`config.mk`:
```
export PLATFORM = sky130hd
export DESIGN_NAME = exec_unit
export DESIGN_NICKNAME = d
export VERILOG_FILES = /design/src/rtl/exec_unit.sv
export SDC_FILE = /design/constraint.sdc
export NUM_CORES = 1
export LEC_CHECK = 0
export ABC_AREA = 1
export BUFFER_PORTS_ARGS = -buffer_cell sky130_fd_sc_hd__buf_2
export CORE_UTILIZATION = 32
export CTS_BUF_LIST = sky130_fd_sc_hd__clkbuf_2
export CTS_CLUSTER_SIZE = 28
export DETAILED_ROUTE_END_ITERATION = 7
export GPL_TIMING_DRIVEN = 0
export SETUP_SLACK_MARGIN = 0.4
export SLEW_MARGIN = 20
export SYNTH_ARGS = -nofsm -noshare
export SYNTH_HDL_FRONTEND = slang
export SYNTH_SLANG_ARGS = --single-unit
```
`constraint.sdc`:
```
create_clock -name clk -period 4 [get_ports clk]
set_clock_uncertainty 0.2 [all_clocks]
set_input_delay 0.2 -clock clk [delete_from_list [all_inputs] [get_ports clk]]
set_output_delay 0.2 -clock clk [all_outputs]
set_load 0.03 [all_outputs]
```
`src/rtl/exec_unit.sv`:
```
// PIC10F200-style execute unit: fetches one instruction word, reads the addressed file
// register, then produces the ALU result, the file write strobe, and W/STATUS updates.
//
// state | meaning
// IDLE  | ready=1, wait for instr_valid and latch the instruction word
// READ  | present addr=f so ram_bus carries the file value in the next cycle
// EXEC  | combine ram_bus/W/k, drive we/alu_bus/done/skip, commit W and STATUS
module exec_unit (
  input  logic        clk,
  input  logic        rst,
  input  logic [11:0] instr,
  input  logic        instr_valid,
  output logic        ready,
  input  logic [7:0]  ram_bus,
  output logic [4:0]  addr,
  output logic        we,
  output logic [7:0]  alu_bus,
  output logic [7:0]  w_out,
  output logic [2:0]  status_out,
  output logic        done,
  output logic        skip
);

  typedef enum logic [1:0] {
    S_IDLE,
    S_READ,
    S_EXEC
  } state_e;

  typedef enum logic [4:0] {
    OP_NOP,
    OP_MOVWF,
    OP_CLR,
    OP_SUBWF,
    OP_DECF,
    OP_IORWF,
    OP_ANDWF,
    OP_XORWF,
    OP_ADDWF,
    OP_MOVF,
    OP_COMF,
    OP_INCF,
    OP_DECFSZ,
    OP_RRF,
    OP_RLF,
    OP_SWAPF,
    OP_INCFSZ,
    OP_BCF,
    OP_BSF,
    OP_BTFSC,
    OP_BTFSS,
    OP_MOVLW,
    OP_IORLW,
    OP_ANDLW,
    OP_XORLW
  } op_e;

  state_e      state_q, state_d;
  logic [11:0] instr_q, instr_d;
  logic [7:0]  w_q, w_d;
  logic [2:0]  status_q, status_d;

  op_e         op;
  logic [7:0]  lit_k;
  logic        dst_d;
  logic [7:0]  bit_mask;
  logic [7:0]  res;
  logic [8:0]  sum9;
  logic [4:0]  sum5;
  logic        c_nx;
  logic        dc_nx;
  logic        upd_z;
  logic        upd_dc;
  logic        upd_c;
  logic        to_f;
  logic        to_w;
  logic        skip_c;
  logic [2:0]  status_nx;

  assign lit_k    = instr_q[7:0];
  assign dst_d    = instr_q[5];
  assign bit_mask = 8'h01 << instr_q[7:5];
  assign w_out      = w_q;
  assign status_out = status_q;

  // Decode: the top two bits split byte-oriented, bit-oriented, control and literal groups.
  always_comb begin
    op = OP_NOP;
    case (instr_q[11:10])
      2'b00: begin
        case (instr_q[9:6])
          4'b0000: op = dst_d ? OP_MOVWF : OP_NOP;
          4'b0001: op = OP_CLR;
          4'b0010: op = OP_SUBWF;
          4'b0011: op = OP_DECF;
          4'b0100: op = OP_IORWF;
          4'b0101: op = OP_ANDWF;
          4'b0110: op = OP_XORWF;
          4'b0111: op = OP_ADDWF;
          4'b1000: op = OP_MOVF;
          4'b1001: op = OP_COMF;
          4'b1010: op = OP_INCF;
          4'b1011: op = OP_DECFSZ;
          4'b1100: op = OP_RRF;
          4'b1101: op = OP_RLF;
          4'b1110: op = OP_SWAPF;
          default: op = OP_INCFSZ;
        endcase
      end
      2'b01: begin
        case (instr_q[9:8])
          2'b00:   op = OP_BCF;
          2'b01:   op = OP_BSF;
          2'b10:   op = OP_BTFSC;
          default: op = OP_BTFSS;
        endcase
      end
      2'b11: begin
        case (instr_q[9:8])
          2'b00:   op = OP_MOVLW;
          2'b01:   op = OP_IORLW;
          2'b10:   op = OP_ANDLW;
          default: op = OP_XORLW;
        endcase
      end
      default: op = OP_NOP;
    endcase
  end

  always_comb begin
    res    = 8'h00;
    sum9   = 9'd0;
    sum5   = 5'd0;
    c_nx   = status_q[0];
    dc_nx  = status_q[1];
    upd_z  = 1'b0;
    upd_dc = 1'b0;
    upd_c  = 1'b0;
    to_f   = 1'b0;
    to_w   = 1'b0;
    skip_c = 1'b0;
    case (op)
      OP_MOVWF: begin
        res  = w_q;
        to_f = 1'b1;
      end
      OP_CLR: begin
        res = 8'h00; upd_z = 1'b1; to_f = dst_d; to_w = !dst_d;
      end
      OP_ADDWF: begin
        sum9 = {1'b0, ram_bus} + {1'b0, w_q};
        sum5 = {1'b0, ram_bus[3:0]} + {1'b0, w_q[3:0]};
        res  = sum9[7:0]; c_nx = sum9[8]; dc_nx = sum5[4];
        upd_z = 1'b1; upd_dc = 1'b1; upd_c = 1'b1; to_f = dst_d; to_w = !dst_d;
      end
      // f - W as f + ~W + 1, so a carry out means "no borrow"
      OP_SUBWF: begin
        sum9 = {1'b0, ram_bus} + {1'b0, ~w_q} + 9'd1;
        sum5 = {1'b0, ram_bus[3:0]} + {1'b0, ~w_q[3:0]} + 5'd1;
        res  = sum9[7:0]; c_nx = sum9[8]; dc_nx = sum5[4];
        upd_z = 1'b1; upd_dc = 1'b1; upd_c = 1'b1; to_f = dst_d; to_w = !dst_d;
      end
      OP_DECF: begin
        res = ram_bus - 8'd1; upd_z = 1'b1; to_f = dst_d; to_w = !dst_d;
      end
      OP_IORWF: begin
        res = ram_bus | w_q; upd_z = 1'b1; to_f = dst_d; to_w = !dst_d;
      end
      OP_ANDWF: begin
        res = ram_bus & w_q; upd_z = 1'b1; to_f = dst_d; to_w = !dst_d;
      end
      OP_XORWF: begin
        res = ram_bus ^ w_q; upd_z = 1'b1; to_f = dst_d; to_w = !dst_d;
      end
      OP_MOVF: begin
        res = ram_bus; upd_z = 1'b1; to_f = dst_d; to_w = !dst_d;
      end
      OP_COMF: begin
        res = ~ram_bus; upd_z = 1'b1; to_f = dst_d; to_w = !dst_d;
      end
      OP_INCF: begin
        res = ram_bus + 8'd1; upd_z = 1'b1; to_f = dst_d; to_w = !dst_d;
      end
      OP_DECFSZ: begin
        res = ram_bus - 8'd1; skip_c = (res == 8'h00); to_f = dst_d; to_w = !dst_d;
      end
      OP_INCFSZ: begin
        res = ram_bus + 8'd1; skip_c = (res == 8'h00); to_f = dst_d; to_w = !dst_d;
      end
      OP_RRF: begin
        res = {status_q[0], ram_bus[7:1]}; c_nx = ram_bus[0];
        upd_c = 1'b1; to_f = dst_d; to_w = !dst_d;
      end
      OP_RLF: begin
        res = {ram_bus[6:0], status_q[0]}; c_nx = ram_bus[7];
        upd_c = 1'b1; to_f = dst_d; to_w = !dst_d;
      end
      OP_SWAPF: begin
        res = {ram_bus[3:0], ram_bus[7:4]}; to_f = dst_d; to_w = !dst_d;
      end
      OP_BCF: begin
        res = ram_bus & ~bit_mask; to_f = 1'b1;
      end
      OP_BSF: begin
        res = ram_bus | bit_mask; to_f = 1'b1;
      end
      OP_BTFSC: skip_c = ((ram_bus & bit_mask) == 8'h00);
      OP_BTFSS: skip_c = ((ram_bus & bit_mask) != 8'h00);
      OP_MOVLW: begin
        res = lit_k; to_w = 1'b1;
      end
      OP_IORLW: begin
        res = w_q | lit_k; upd_z = 1'b1; to_w = 1'b1;
      end
      OP_ANDLW: begin
        res = w_q & lit_k; upd_z = 1'b1; to_w = 1'b1;
      end
      OP_XORLW: begin
        res = w_q ^ lit_k; upd_z = 1'b1; to_w = 1'b1;
      end
      default: begin
        res = 8'h00;
      end
    endcase
    status_nx = {upd_z  ? (res == 8'h00) : status_q[2],
                 upd_dc ? dc_nx          : status_q[1],
                 upd_c  ? c_nx           : status_q[0]};
  end

  always_ff @(posedge clk or posedge rst) begin
    if (rst) begin
      state_q  <= S_IDLE;
      instr_q  <= 12'h000;
      w_q      <= 8'h00;
      status_q <= 3'b000;
    end else begin
      state_q  <= state_d;
      instr_q  <= instr_d;
      w_q      <= w_d;
      status_q <= status_d;
    end
  end

  // All outputs decode from state_q, so an async reset clears them in the same instant.
  always_comb begin
    state_d  = state_q;
    instr_d  = instr_q;
    w_d      = w_q;
    status_d = status_q;
    ready    = 1'b0;
    addr     = 5'd0;
    we       = 1'b0;
    alu_bus  = 8'h00;
    done     = 1'b0;
    skip     = 1'b0;
    case (state_q)
      S_IDLE: begin
        ready = 1'b1;
        if (instr_valid) begin
          instr_d = instr;
          state_d = S_READ;
        end
      end
      S_READ: begin
        addr    = instr_q[4:0];
        state_d = S_EXEC;
      end
      S_EXEC: begin
        addr     = instr_q[4:0];
        we       = to_f;
        alu_bus  = res;
        done     = 1'b1;
        skip     = skip_c;
        status_d = status_nx;
        if (to_w) w_d = res;
        state_d = S_IDLE;
      end
      default: state_d = S_IDLE;
    endcase
  end

endmodule
```
# After elaboration in Yosys (flattened, before gate mapping)
# Cells that the tools add are included.
[word_totals]
regBits = 25
inputBits = 23
ram_bits = 0
latch_bits = 0
memories = 0
romBits = 0
[classes]
multipliers = 0
order_cmp = 0
div_mod_pow = 0
eq_ne = 45
n_reduce_logical = 26
n_mux = 22
add_sub_neg = 8
shifts = 1
n_bitwise = 13
[ops]
columns = ["operator", "count"]
rows = [
  ["8-bit case mux with 19 select lines", 1],
  ["5-bit case mux with 15 select lines", 1],
  ["5-bit == test (second input constant)", 9],
  ["5-bit by 4-bit == test with 1-bit output (second input constant)", 8],
  ["8-bit bitwise AND", 4],
  ["8-bit zero test", 4],
  ["4-bit == test (second input constant)", 7],
  ["8-bit NOT", 3],
  ["8-bit bitwise OR", 3],
  ["5-bit by 3-bit == test with 1-bit output (second input constant)", 4],
  ["8-bit by 8-bit adder with 9-bit output", 2],
  ["4-bit by 3-bit == test with 1-bit output (second input constant)", 4],
  ["8-bit bitwise XOR", 2],
  ["5-bit case mux with 3 select lines", 1],
  ["15-bit OR reduction", 1],
  ["13-bit OR reduction", 1],
  ["4-bit case mux with 3 select lines", 1],
  ["4-bit by 4-bit adder with 5-bit output", 2],
  ["5-bit by 2-bit == test with 1-bit output (second input constant)", 2],
  ["9-bit by 1-bit adder with 9-bit output (second input constant)", 1],
  ["3-bit case mux with 3 select lines", 1],
  ["8-bit by 1-bit adder with 8-bit output (second input constant)", 1],
  ["4-bit by 2-bit == test with 1-bit output (second input constant)", 2],
  ["1-bit 2-to-1 mux", 8],
  ["other kinds (26)", 42],
]

# Logic depth before layout (Yosys ltp)
# Gate-level depths: netlist of the first run.
[logic_depth]
word_depth = 7
ltp_mapped = 21

# Worst setup path after synthesis of the first run
# No wires, ideal clock.
[synth_timing]
kind = "register to output"
start = "register w_q[2] (netlist: w_out[2])"
end = "output alu_bus[5]"
n_path_buf = 1
setup_slack_ns = 1.139
required_time_ns = 3.600
path_stages_with_launch = 15
arrival_time_ns = 2.461
path_cell_list = "dfrtp_1 inv_1 ha_1 clkbuf_1 inv_1 nand2_1 nand2_1 nand2_1 nand3_1 xor2_1 o22ai_1 nor2_1 nand2_1 nor2_1 nor2_1"
[synth_between]
elab_chain_len = 5
[synth_lines]
columns = ["item", "line", "source"]
rows = [
  ["from (decl)", "60", "logic [7:0] w_q, w_d;"],
  ["from (signal assigned)", "239", "w_q <= w_d;"],
  ["8-bit NOT", "158", "sum9 = {1'b0, ram_bus} + {1'b0, ~w_q} + 9'd1;"],
  ["8-bit by 8-bit adder with 9-bit output", "158", ""],
  ["9-bit by 1-bit adder with 9-bit output", "158", ""],
  ["8-bit case mux with 19 select lines *", "142", "case (op)"],
  ["8-bit 2-to-1 mux *", "256", "case (state_q)"],
  ["to (decl)", "17", "output logic [7:0] alu_bus,"],
]
# Mark *: on every way between the ends. The rest lies on a longest branch, timed or not.

# Worst setup path after layout of the first run
[layout_timing]
start = "register instr_q[9]"
end = "output alu_bus[4]"
[layout_between]
elab_chain_len = 7
[layout_lines]
columns = ["item", "line", "source"]
rows = [
  ["from (decl)", "59", "logic [11:0] instr_q, instr_d;"],
  ["from (signal assigned)", "238", "instr_q <= instr_d;"],
  ["4-bit == test (tied with other cells)", "91", "case (instr_q[9:6])"],
  ["5-bit case mux with 15 select lines (tied with other cells)", "91", ""],
  ["5-bit case mux with 3 select lines *", "89", "case (instr_q[11:10])"],
  ["5-bit == test (tied with other cells)", "142", ""],
  ["2-bit OR reduction (no source line)", "-", ""],
  ["8-bit case mux with 19 select lines *", "142", ""],
  ["8-bit 2-to-1 mux *", "256", ""],
]
# Marks and branches as above.

==> flow_summary.ini, run 1 <==
[status]
status = finished clean

[cells_and_area]
final_common_cell = nand2_1
fill_cells = 1411
regArea_um2 = 632
stdcell_area_mm2 = 0.00553
syn_to_final_growth_pct = 28.0
mostFrequentLayoutCells = nand2_1, nor2_1, inv_1
finalNetCount = 894
multiInputGateArea_mm2 = 0.00349
drive_above_1_share = 0.239

[placement]
place_congestion = 0.960
place_area_mm2 = 0.00479
numPortBuffers = 50
dp_hpwl_mm = 12.3

[clock_tree]
clkSinkCount = 25
cts_buffers = 3
clk_latency_ns = 0.43
clkSlewWorstSetupHoldPaths_ns = 0.33
clockBufferDepth = 2
cts-htree-levels = 1
root_buffer = clkbuf_2
cts_tree = done

[floorplan]
die_width_um = 118
pin_count = 51
initial_core_util = 0.327
core_mm2 = 0.0132
rows = 42
dieArea_mm2 = 0.0140
dieHeight_um = 118

[timing]
rsz0062_at_grt = yes
post-route-period-util = 0.870
slew_violations = 0
fmax_ghz = 0.287
worstMarginPinSlew_ns = 0.795
tns_ns = 0
setup_violations = 0
finalHoldViolations = 0
max_slew_margin = 0.470
layout_min_cycle_time_ns = 3.48

[worst_setup_path]
rrSetupSlack_ns = 1.10
critPathKind = reg -> out
crit_slowest_cell = dfrtp_2
crit_fanout = 7
max_stage_delay_ns = 0.49
cp-end-kind = output port
cp_top_family = simple AND/OR/NAND/NOR gates
crit_chain = buf_4, ha_2, inv_1, nand2_1, nor2_2, nand2_2, nand2_2, nand2_4, nand2_4, nor2_4, buf_4, nand3_1, nand2_1, nor2_1, nand4_1, nor2_2, inv_1, nand2_1, inv_1, buf_4
start_kind = register
worstPathRequired_ns = 3.60
worst-endpoint-arrival_ns = 3.08
path_buf_inv = 6

[logic_synthesis]
ys.flop_type = dfrtp_1
synth_top_family_by_area = simple AND/OR/NAND/NOR gates
synth_top_area_share = 0.168
synth.area.mux_share = 0
synth_fa_ha_area_frac = 0.0904
async_flop_share = 1.00
synth_xor_area_frac = 0.0426
yosys_warnings = 0
synth_seq_cells = 25
synth.area.top_cells = nand2_1, dfrtp_1, nor2_1
ys_seq_area_frac = 0.145
synth_fp_nets = 795
synth_cell_type_count = 41
netlist_instances = 742
synth_edf_count = 0
synth-compound-area-share = 0.131
synth-simple-area-share = 0.479
syn_avg_cell_area_um2 = 5.82
syn_area_mm2 = 0.00432
yosysTopAreaCell = nand2_1

[power_and_ir_drop]
power.share.combinational = 0.879
power.switching_mw = 3.31
internal_power_mw = 2.03
ir_drop_mv = 0.619
powerDensity_mw_per_mm2 = 967
p_clk_frac = 0.024
p_leak_nw = 2.79
p_sw_frac = 0.620
seq_power_share = 0.097

[min_path]
min_path_type = in -> async

[flow_run]
cap_viol_max_count = 0

[global_route]
grt_pass1_wl_mm = 26.3
grtUsageTotal = 0.236
antenna_found_initial = 1
grt_pass1_vias = 5030
overflow = 0
grt_max_degree = 26

[route]
avgRoutedWirePerCell_um = 16.6
drtIter0Drc = 511
wirelength_mm = 16.9
drtAntennaViolNets = 0
firstDrtPassIters = 5
routed_via_density = 5.39
num_vias = 5483
drc_errors = 0
==> Yosys cell counts (all sizes together), types with 8 or more instances <==
cell type / instances
a21oi: 36
buf: 11
clkbuf: 17
dfrtp: 25
ha: 28
inv: 85
nand2: 206
nand3: 75
nand3b: 8
nand4: 32
nor2: 107
nor3: 14
o21ai: 35
o22ai: 18
xor2: 18
==> flip-flops by register name, summed over array words and instances (netlist names) <==
| name | count |
|---|---|
| instr_q | 12 |
| state_q | 2 |
| status_out | 3 |
| w_out | 8 |
==> final timing paths <==
check                           endpoint  cells after the start     startpoint
hold / removal                  w_out[1]                      3            rst
setup / recovery              alu_bus[4]                     20     instr_q[9]
setup reg to reg                w_out[2]                     20     instr_q[9]
min in group clk           status_out[1]                      6     ram_bus[3]
hold reg to reg            status_out[2]                      2  status_out[2]
max in group asynchronous     instr_q[9]                      3            rst
==> timing repair <==
item / CTS / global route
endpoints found under the hold margin: 38 / 0
hold buffers: 16 / 0
pin swaps: 0 / 34
setup buffers: 1 / 25
resized for setup: 8 / 104
endpoints found under the setup margin: 8 / 9
cloned: 0 / 2
==> per-stage QoR <==
stage | total power, mW | worst slack, ns | utilization | hold slack [ns] | std cells
floorplan | 3.23 | 1.14 | - | 0.0273 | 742
global placement | 4.22 | 0.753 | 0.363 | 0.251 | 968
detailed placement | 4.22 | 0.763 | 0.363 | 0.255 | 968
global route | 5.74 | 0.360 | 0.419 | 0.166 | 1017
CTS | 4.40 | 0.401 | 0.379 | 0.251 | 989
finish | 5.34 | 0.522 | 0.419 | 0.107 | 1017
==> power groups by stage <==
| stage | clock network, mW | registers [mW] | logic [mW] |
|---|---|---|---|
| finish | 0.129 | 0.516 | 4.70 |
| global route | 0.136 | 0.531 | 5.07 |
| CTS | 0.130 | 0.512 | 3.76 |
| detailed placement | 0 | 0.517 | 3.70 |
| global placement | 0 | 0.516 | 3.71 |
| floorplan | 0 | 0.552 | 2.68 |
==> worst min-delay path, cell delays in order <==
cell,delay (ns)
dlygate4sd3_1,0.53
buf_2,0.12
inv_2,0.42
==> layer usage <==
metal / up-vias / part of all wire / wire [um] / track usage
met5: - / 0 / 0 / 0
met4: 0 / 0.032 / 549 / 0.0881
met3: 54 / 0.079 / 1330 / 0.0198
met2: 286 / 0.46 / 7770 / 0.389
met1: 2509 / 0.43 / 7260 / 0.319
li1: 2634 / - / - / -
==> cell type report <==
class,count,area share
antenna,1,0.000453
buffer,28,0.0290
clock buffer,3,0.00272
clock inverter,1,0.00158
inverter,92,0.0625
multi-input combinational,597,0.631
sequential,25,0.114
tap,176,0.0398
timing repair buffer,94,0.118
==> cell families (layout without fill, tap and decap cells) <==
kind of cell	count (synthesis)	count (layout)
AOI/OAI and AO/OA	101	101
xor gates and xnor gates	21	21
adders and majority gates	30	30
buffers and inverters	120	218
DFF	25	25
other	0	1
and+or+nand+nor	445	445
Power figures use the tool's default switching activity.
==> run 2: changes to the inputs <==
Settings changed: RECOVER_POWER set to 50.
==> flow_summary.ini, run 2 (synthesis results as in run 1) <==
[global_route]
grtUsageTotal = 0.236
overflow = 0
grt_pass1_wl_mm = 26.3
antenna_found_initial = 1
grt_pass1_vias = 5030
grt_max_degree = 26

[placement]
dp_hpwl_mm = 12.3
pre_cts_ws_ns = 0.763
numPortBuffers = 50
place_congestion = 0.960
place_area_mm2 = 0.00479

[floorplan]
rows = 42
dieArea_mm2 = 0.0140
core_mm2 = 0.0132
initial_core_util = 0.327
pin_count = 51
die_width_um = 118
dieHeight_um = 118

[route]
drtIter0Drc = 466
drtAntennaViolNets = 0
firstDrtPassIters = 6
routed_via_density = 5.37
avgRoutedWirePerCell_um = 16.5
wirelength_mm = 16.8
drc_errors = 0
num_vias = 5461

[worst_setup_path]
cp-end-kind = output port
crit_fanout = 7
critPathKind = reg -> out
crit_chain = inv_1, ha_1, clkbuf_1, nand2_1, nor3_1, nand2_1, o211ai_1, xor2_1, inv_1, o21ai_0, nor2_1, nand2_1, nor2_2, inv_1, nand2_1, inv_1, buf_6
worst-endpoint-arrival_ns = 3.07
start_kind = register
crit_slowest_cell = dfrtp_1
cp_top_family = buffers and inverters
worstPathRequired_ns = 3.60
max_stage_delay_ns = 0.56
path_buf_inv = 6

[timing]
setup_slack_ns = 0.528
rsz0062_at_grt = yes
max_slew_margin = 0.291
worstMarginPinSlew_ns = 1.06
layout_min_cycle_time_ns = 3.47
post-route-period-util = 0.868
finalHoldViolations = 0
hold-worst-slack_ns = 0.268
slew_violations = 0
fmax_ghz = 0.288
tns_ns = 0
setup_violations = 0

[power_and_ir_drop]
powerDensity_mw_per_mm2 = 966
finalPower_mw = 5.33
p_leak_nw = 2.77
ir_drop_mv = 0.619

[clock_tree]
cts_tree = done
clkSinkCount = 25
cts_buffers = 3
clkSlewWorstSetupHoldPaths_ns = 0.31
clk_latency_ns = 0.40
clockBufferDepth = 2
root_buffer = clkbuf_2
cts-htree-levels = 1

[cells_and_area]
syn_to_final_growth_pct = 27.6
drive_above_1_share = 0.225
mostFrequentLayoutCells = nand2_1, nor2_1, inv_1
stdcell_area_mm2 = 0.00551
fill_cells = 1418
regMostFlops = instr_q
final_common_cell = nand2_1
finalNetCount = 894
largest_reg_flops = 12

[status]
status = finished clean

[flow_run]
cap_viol_max_count = 0

[min_path]
min_path_type = in -> reg
[run 2: changes by cell type in the layout (fill, tap and decap cells not counted)]
cell,delta
buf_2,-7
clkbuf_1,+7
dfrtp_1,+4
dfrtp_2,-4
inv_1,+1
inv_2,-1
[run 2: metrics by stage]
stage                     instances   util
after floorplan                 742      -
after global routing           1017  0.418
after global placement          968  0.363
after detailed placement        968  0.363
after CTS                       989  0.379
final                          1017  0.418
[run 2: where the power goes]
group          switching [mW]  total (mW)  internal, mW
Clock                  0.0999       0.126        0.0264
Combinational            3.06        4.69          1.63
Sequential              0.149       0.513         0.365
[run 2: cell type report]
type                    instances  area (um2)  share of cell area
repair buffers                 94         644               0.117
multi-input cells             597        3490               0.633
plain buffers                  28         160              0.0291
well taps                     176         220              0.0399
clock buffers                   3        15.0             0.00272
diodes                          1        2.50            0.000454
flip-flops and latches         25         627               0.114
clock inverters                 1        8.76             0.00159
inverters                      92         345              0.0626
[run 2: worst paths after layout]
path                          startpoint  slack (ns)  cells past startpoint            end
min reg2reg                status_out[2]        0.36                      2  status_out[2]
max reg2reg                   instr_q[9]        1.07                     20  status_out[2]
max in group asynchronous            rst        2.56                      3     instr_q[9]
max                             w_out[5]        0.53                     17     alu_bus[6]
min in group asynchronous            rst        0.33                      3       w_out[4]
min                           ram_bus[3]        0.27                      6  status_out[1]
[run 2: worst register-to-register path, cell delays in order, from the launching register on]
cell and delay (ns):
dfrtp_2 0.49, buf_4 0.15, ha_2 0.18, inv_1 0.05
nand2_1 0.05, nor2_2 0.11, nand2_2 0.08, nand2_2 0.09
nand2_4 0.11, nand2_2 0.12, nor2_2 0.07, nand2_1 0.10
inv_2 0.06, nor2_1 0.21, nand3_1 0.15, nor3_1 0.36
nor2_1 0.07, nand3_1 0.09, nor2_1 0.05, nand2_1 0.05
nand2_1 0.05
[run 2: layer usage]
| metal | GRT usage | up-vias | routed length (um) |
|---|---|---|---|
| met2 | 0.389 | 263 | 7740 |
| met4 | 0.0881 | 0 | 557 |
| li1 | - | 2631 | - |
| met1 | 0.319 | 2509 | 7250 |
| met3 | 0.0198 | 58 | 1280 |
| met5 | 0 | - | 0 |
[run 2: repair_timing]
item / CTS / global route
resized for setup: 8 / 104
pin swaps: 0 / 34
hold buffers: 16 / 0
setup buffers: 1 / 25
cloned: 0 / 2
setup endpoints to repair: 8 / 9
hold endpoints to repair: 38 / 0
==> run 3: changes to the inputs <==
Settings changed: RECOVER_POWER 50 to 25.
==> flow_summary.ini, run 3 (synthesis results as in run 1) <==
[status]
status = finished clean

[clock_tree]
clkSinkCount = 25
root_buffer = clkbuf_2
cts_tree = done
clkSlewWorstSetupHoldPaths_ns = 0.33
clk_latency_ns = 0.43
clockBufferDepth = 2
cts_buffers = 3
cts-htree-levels = 1

[placement]
numPortBuffers = 50
pre_cts_ws_ns = 0.763
dp_hpwl_mm = 12.3
place_congestion = 0.960

[global_route]
grt_max_degree = 26
grt_pass1_wl_mm = 26.3
overflow = 0
grt_pass1_vias = 5030
antenna_found_initial = 1
grtUsageTotal = 0.236

[worst_setup_path]
crit_fanout = 5
cp-end-kind = output port
worst-endpoint-arrival_ns = 3.08
critPathKind = reg -> out
worstPathRequired_ns = 3.60
start_kind = register

[timing]
setup_violations = 0
rsz0062_at_grt = yes
tns_ns = 0
post-route-period-util = 0.870
fmax_ghz = 0.287
max_slew_margin = 0.294
slew_violations = 0
setup_slack_ns = 0.520
worstMarginPinSlew_ns = 1.06
finalHoldViolations = 0
layout_min_cycle_time_ns = 3.48

[floorplan]
rows = 42
core_mm2 = 0.0132
dieHeight_um = 118
die_width_um = 118
initial_core_util = 0.327
pin_count = 51
dieArea_mm2 = 0.0140

[cells_and_area]
largest_reg_flops = 12
mostFrequentLayoutCells = nand2_1, nor2_1, inv_1
finalNetCount = 894
final_common_cell = nand2_1
regMostFlops = instr_q
drive_above_1_share = 0.238
fill_cells = 1411
syn_to_final_growth_pct = 28.0

[route]
drtIter0Drc = 511
highest_layer = met4
wirelength_mm = 16.9
routed_via_density = 5.39
wl_met3_mm = 1.32
wl_met2_mm = 7.78
avgRoutedWirePerCell_um = 16.6
drtAntennaViolNets = 0
firstDrtPassIters = 5
num_vias = 5485
met1_length_mm = 7.24
drc_errors = 0

[flow_run]
cap_viol_max_count = 0

[power_and_ir_drop]
p_leak_nw = 2.79
finalPower_mw = 5.34
ir_drop_mv = 0.619
powerDensity_mw_per_mm2 = 966

[min_path]
min_path_type = in -> reg
==> run 3: where the power goes <==
part	internal (mW)	switching, mW
registers	0.368	0.148
clock network	0.0265	0.103
logic	1.64	3.06
==> run 3: repair_timing <==
| action | 4_1_cts | 5_1_grt |
|---|---|---|
| hold buffers | 16 | 0 |
| pin swaps | 0 | 34 |
| buffers inserted | 1 | 25 |
| resized for setup | 8 | 104 |
| endpoints found under the hold margin | 38 | 0 |
| setup endpoints to repair | 8 | 9 |
| cloned | 0 | 2 |
==> run 3: through the flow <==
step,instances,instance area (um2),util,hold WS (ns)
after floorplan,742,4320,-,0.0273
after global placement,968,4790,0.363,0.251
after detailed placement,968,4790,0.363,0.255
after CTS,989,5000,0.379,0.251
after global routing,1017,5530,0.419,0.286
final,1017,5530,0.419,0.227
==> run 3: layout make-up <==
cell class	count	area (um2)	share of cell area
antenna	1	2.50	0.000453
buffer	28	160	0.0290
clock buffer	3	15.0	0.00272
clock inverter	1	8.76	0.00158
inverter	92	345	0.0625
multi-input combinational	597	3490	0.631
sequential	25	632	0.114
tap	176	220	0.0398
timing repair buffer	94	653	0.118
==> run 3: worst max-delay path: stages (launching register included) <==
cell and delay [ns]:
dfrtp_2 0.49, buf_4 0.15, ha_4 0.17, nor2_4 0.11
nand2_1 0.08, inv_1 0.05, nor2_1 0.06, nor2_4 0.24
nor2_4 0.09, nand2_2 0.10, buf_6 0.12, o21ai_0 0.07
nor2_1 0.23, nand4_1 0.19, nor2_2 0.21, inv_1 0.07
nand2_1 0.06, inv_1 0.05, buf_6 0.13
==> run 3: worst paths after layout <==
kind,endpoint,slack (ns),start,depth (start not counted)
max,alu_bus[6],0.52,instr_q[9],18
min,status_out[1],0.23,ram_bus[3],6
max reg2reg,w_out[2],1.10,instr_q[9],20
min reg2reg,status_out[2],0.36,status_out[2],2
max in group asynchronous,instr_q[9],2.57,rst,3
min in group asynchronous,w_out[1],0.30,rst,3
==> run 3: routing by layer <==
metal,global-route usage,vias to the layer above
li1,-,2633
met2,0.389,282
met5,0,-
met3,0.0198,48
met4,0.0881,0
met1,0.319,2522
